--- config.mk ---
export PLATFORM = sky130hd
export DESIGN_NAME = matrix_det_loader
export DESIGN_NICKNAME = d
export VERILOG_FILES = /design/src/rtl/matrix_det_loader.sv
export SDC_FILE = /design/constraint.sdc
export NUM_CORES = 2
export LEC_CHECK = 0
export CAP_MARGIN = 30
export CORE_MARGIN = 5
export CORE_UTILIZATION = 40
export DETAILED_ROUTE_END_ITERATION = 10
export GPL_ROUTABILITY_DRIVEN = 1
export SETUP_SLACK_MARGIN = 0.02
export SKIP_LAST_GASP = 1
export SLEW_MARGIN = 40
export SYNTH_ARGS = -nofsm -noshare
export SYNTH_HDL_FRONTEND = slang
export SYNTH_SLANG_ARGS = --single-unit
--- constraint.sdc ---
create_clock -name clk -period 22.5 [get_ports clk]
set_clock_uncertainty 0.1 [all_clocks]
set_input_delay 3.375 -clock clk [delete_from_list [all_inputs] [get_ports clk]]
set_output_delay 3.375 -clock clk [all_outputs]
set_load 0.005 [all_outputs]
--- src/rtl/matrix_det_loader.sv ---
// Loads a signed 3x3 matrix one element per handshake, then computes its determinant
// with a six-term sequential multiply-accumulate and hands matrix + determinant downstream.
module matrix_det_loader #(
  parameter  int DW   = 16,
  localparam int DETW = 3*DW+3
) (
  input  logic                   clk,
  input  logic                   rst,
  input  logic                   in_valid,
  output logic                   in_ready,
  input  logic [DW-1:0]          in_data,
  output logic                   out_valid,
  input  logic                   out_ready,
  output logic [9*DW-1:0]        out_matrix,
  output logic signed [DETW-1:0] out_det,
  output logic                   out_singular
);

  // Handshakes: a transfer happens on a rising edge where valid && ready are both high.
  // in_ready and out_valid are decoded from the state register alone, so neither
  // depends combinationally on the opposite side's valid/ready.
  typedef enum logic [1:0] {LOAD, CALC, DONE} state_t;

  state_t                 state;
  logic [3:0]             idx;
  logic [2:0]             term;
  logic signed [DETW-1:0] acc;
  logic signed [DW-1:0]   m [9];

  logic signed [DW-1:0]   op_a, op_b, op_c;
  logic                   neg;
  logic [2*DW-1:0]        p2;
  logic [3*DW-1:0]        p3;
  logic signed [DETW-1:0] term_ext;
  logic signed [DETW-1:0] sum;

  // Rule-of-Sarrus term selection; terms 3..5 are subtracted.
  always_comb begin
    op_a = m[0];
    op_b = m[4];
    op_c = m[8];
    neg  = 1'b0;
    case (term)
      3'd1: begin op_a = m[1]; op_b = m[5]; op_c = m[6]; end
      3'd2: begin op_a = m[2]; op_b = m[3]; op_c = m[7]; end
      3'd3: begin op_a = m[2]; op_b = m[4]; op_c = m[6]; neg = 1'b1; end
      3'd4: begin op_a = m[0]; op_b = m[5]; op_c = m[7]; neg = 1'b1; end
      3'd5: begin op_a = m[1]; op_b = m[3]; op_c = m[8]; neg = 1'b1; end
      default: ;
    endcase
  end

  // Operands are sign-extended to the full product width first, so the low bits of the
  // unsigned product are the exact two's-complement result with no truncation.
  assign p2       = {{DW{op_a[DW-1]}}, op_a} * {{DW{op_b[DW-1]}}, op_b};
  assign p3       = {{DW{p2[2*DW-1]}}, p2} * {{2*DW{op_c[DW-1]}}, op_c};
  assign term_ext = {{3{p3[3*DW-1]}}, p3};
  assign sum      = neg ? (acc - term_ext) : (acc + term_ext);

  always_ff @(posedge clk) begin
    if (rst) begin
      state        <= LOAD;
      idx          <= '0;
      term         <= '0;
      acc          <= '0;
      out_det      <= '0;
      out_singular <= 1'b0;
      for (int i = 0; i < 9; i++) m[i] <= '0;
    end else begin
      case (state)
        LOAD: begin
          if (in_valid) begin
            for (int i = 0; i < 9; i++) begin
              if (idx == 4'(i)) m[i] <= in_data;
            end
            if (idx == 4'd8) begin
              idx   <= '0;
              acc   <= '0;
              term  <= '0;
              state <= CALC;
            end else begin
              idx <= idx + 4'd1;
            end
          end
        end
        CALC: begin
          if (term == 3'd5) begin
            out_det      <= sum;
            out_singular <= (sum == '0);
            state        <= DONE;
          end else begin
            acc  <= sum;
            term <= term + 3'd1;
          end
        end
        DONE: begin
          if (out_ready) state <= LOAD;
        end
        default: state <= LOAD;
      endcase
    end
  end

  assign in_ready  = (state == LOAD);
  assign out_valid = (state == DONE);

  for (genvar g = 0; g < 9; g++) begin : g_out
    assign out_matrix[g*DW +: DW] = m[g];
  end

endmodule

==> flow_summary.toml <==
[status]
status = "finished, final reports clean"

[setup_path]
critical_path_class = "flip-flop to flip-flop"
highest_net_fanout_along_the_worst_path = 24
crit_path_start_kind = "flip-flop"
crit_slowest_cell = "a2111oi_1"
largest_stage_delay_on_the_critical_path_ps = 740
timing.critical_path.required_ps = 22850
endpoint_kind = "flip-flop"
crit-reg2reg-launch = "term[1]$_SDFFE_PP0P_"
ff2ff_setup_slack_ps = 2820
worst_r2r_dst = "acc[50]$_SDFFE_PP0P_"
cells_on_worst_reg2reg_path = 64
worstPathArrival_ps = 20030
critical_path_s_most_frequent_cell = "fa_1"

[route]
finalWirelength_um = 129000
drt-pass1-iter-count = 6
drt-initial-drc-count = 2365
route.vias.total = 33300
drt_antenna_net_count = 0
route.detailed.drc = 0
wl_per_cell_um = 20.5
avgViaCountPerCell = 5.31

[die]
core-area_um2 = 104000
floorplan.initialDensity_pct = 40.3
die_y_um = 334
placement_rows = 118
floorplan.die.width_um = 334
ioPinCount = 218
dieArea_um2 = 111000

[clock_tree]
post_cts_buffers = 0
cell_at_the_root_of_the_clock_tree = "clkbuf_16"
tritoncts.num_buffers = 27
worst_setup_hold_path_clk_slew_ps = 70
cts_hold_buf = 0
cts_resized = 0
clock_latency_ps = 590
cts_max_path_buffers = 3
tritoncts_clock_tree = "done"
ctsHtreeMaxLevel = 1
cts.sinks = 256

[synth]
synth_top_area_share_pct = 35.5
synth_warnings = 0
syn_area_per_cell_um2 = 8.85
syn-cell-area_um2 = 41900
asyncSetResetFlopFracSynth_pct = 0
syn_inst = 4730
post-synth-top-area-cell = "fa_1"
synth-edff-count = 144
synth_sequential_area_ratio_pct = 15.7
yosys_reg_bits = 256
postSynth.topFlopCell = "edfxtp_1"
synthDistinctLibCells = 94
synthTopCellsByArea = "fa_1, edfxtp_1, inv_1"
mappedNetlistNets = 5749

[sta]
setup_repair_after_global_routing_missed_its_margin = "false"
setup_viol = 0
max_freq_ghz = 0.0508
finalMaxSlewViolations = 0
crit_path_setup_slack_layout_ps = 2820
finalSetupTns_ps = 0
worstMarginPinSlew_ps = 892
fin_crit_sh_pct = 87.5
period_minus_slack_ps = 19680
slew-limit-headroom_pct = 40.5
hold_viol = 0

[placement]
place.detailed.hpwl_um = 106000
place.gp.congestion = 0.911
numPlacedInstances = 6228
numPortBuffers = 217
place_ws_ps = 3150

[layout]
num-nets-final = 5897
area_growth_syn_to_layout_pct = 12.1
layout.core_utilization_pct = 45.2
final_layout_size_suffix_gt1_share_pct = 5.02
instances_no_fill = 6279

[global_routing]
grt_max_degree = 74
first_global_vias = 35500
global_route.usage.total_pct = 23.3
overflow = 0
global_route_wire_length_before_repair_um = 206000
number_of_antenna_violations_at_the_first_check_in_global_routing = 0

[min_path]
timing.hold.worst_endpoint = "out_det[1]$_SDFFE_PP0P_"
holdPathStages = 2
holdCritStartpoint = "out_det[1]$_SDFFE_PP0P_"
min-delay-path-class = "flip-flop to flip-flop"

[job]
drv_cap = 0
[cells in the mapped netlist, types with 33 or more instances]
cell      instances
nor2_1          494
and3_1           46
nand3_1          75
nand2_1         596
a221oi_1         33
inv_1           887
fa_1            743
nand2b_1         37
a21o_1           66
edfxtp_1        144
o21ai_0          89
dfxtp_1         112
and2_1           92
xnor2_1         118
nor3_1           41
xor2_1           71
clkbuf_1        179
a21oi_1         207
ha_1            256
[worst max-delay path, delay by kind of cell, from the launching register on]
kind	cells	cell delay, ps
xor gates and xnor gates	3	1000
AOI/OAI and AO/OA	22	6040
DFF	1	420
adders and majority gates	16	7550
and+or+nand+nor	12	3180
buffers and inverters	11	1190
[sequential cells by signal, summed over array words and instances (netlist names)]
| signal | cells |
|---|---|
| state | 2 |
| acc | 51 |
| out_det | 51 |
| m | 144 |
| out_singular | 1 |
| term | 3 |
| idx | 4 |
[metrics by stage]
stage                     instance area (µm²)  hold WS, ps
after global placement                  45800          341
after floorplan                         41900          336
after detailed placement                46000          347
after global routing                    46900          372
after CTS                               46900          356
final                                   46900          352
[placed cells by master (no fill, tap or decap), types with 8 or more instances in the layout]
cell and instances:
o21a_1 27, a211o_1 9, nand3_1 74, o21ai_1 8, nor4_1 8, nand2_1 596
edfxtp_1 144, a21oi_1 205, clkdlybuf4s50_1 216, xnor2_2 12, a22oi_1 25, or2_2 24
nand2b_1 36, a211oi_1 21, xnor2_1 106, nor2_1 489, a21o_1 60, buf_4 88
a221o_1 28, a221oi_2 12, inv_1 887, ha_1 256, and2_1 91, clkbuf_16 27
and3_1 46, or3_1 16, nor2b_1 16, xor2_1 66, fa_1 743, dfxtp_1 112
a221oi_1 20, o21bai_1 16, nor3_1 40, o21ai_0 89, nand4_1 26, o211ai_1 16
o31ai_1 9, and4_1 8, a31oi_1 31
[layout make-up]
class	count	area (µm²)
Multi-Input combinational cell	3397	31600
Fill cell	10200	56900
Antenna cell	1	2.50
Timing Repair Buffer	309	2850
Sequential cell	256	6570
Clock buffer	36	749
Clock inverter	13	150
Inverter	887	3330
Tap cell	1380	1730
[how the worst max path moves through the flow]
stage                              start              endpoint  depth (start not counted)
finish              term[1]$_SDFFE_PP0P_  acc[50]$_SDFFE_PP0P_                         64
global route        term[1]$_SDFFE_PP0P_  acc[50]$_SDFFE_PP0P_                         64
CTS                 term[1]$_SDFFE_PP0P_  acc[50]$_SDFFE_PP0P_                         63
detailed placement  term[1]$_SDFFE_PP0P_  acc[50]$_SDFFE_PP0P_                         63
global placement    term[1]$_SDFFE_PP0P_  acc[50]$_SDFFE_PP0P_                         62
floorplan           term[1]$_SDFFE_PP0P_  acc[50]$_SDFFE_PP0P_                         71
[layer usage]
| layer | part of all wire [%] | track usage, % | vias to the layer above |
|---|---|---|---|
| li1 | - | - | 15300 |
| met1 | 44 | 31.9 | 16700 |
| met2 | 47 | 38.7 | 1105 |
| met3 | 5.8 | 3.16 | 227 |
| met4 | 3.7 | 6.82 | 0 |
| met5 | 0 | 0 | - |
[kinds of logic after synthesis]
kind of cell	after synthesis	synth area share [%]
buffers and inverters	1077	9.69
AO/OA/AOI/OAI	677	11.0
AND/OR/NAND/NOR	1522	16.2
flip-flops	256	15.7
multiplexers	8	0.200
XOR/XNOR	189	3.95
adder cells (fa/ha/maj)	1001	43.2
Power is not shown: default switching activity piles up to over one toggle a cycle in this logic, so the estimate is an artifact.
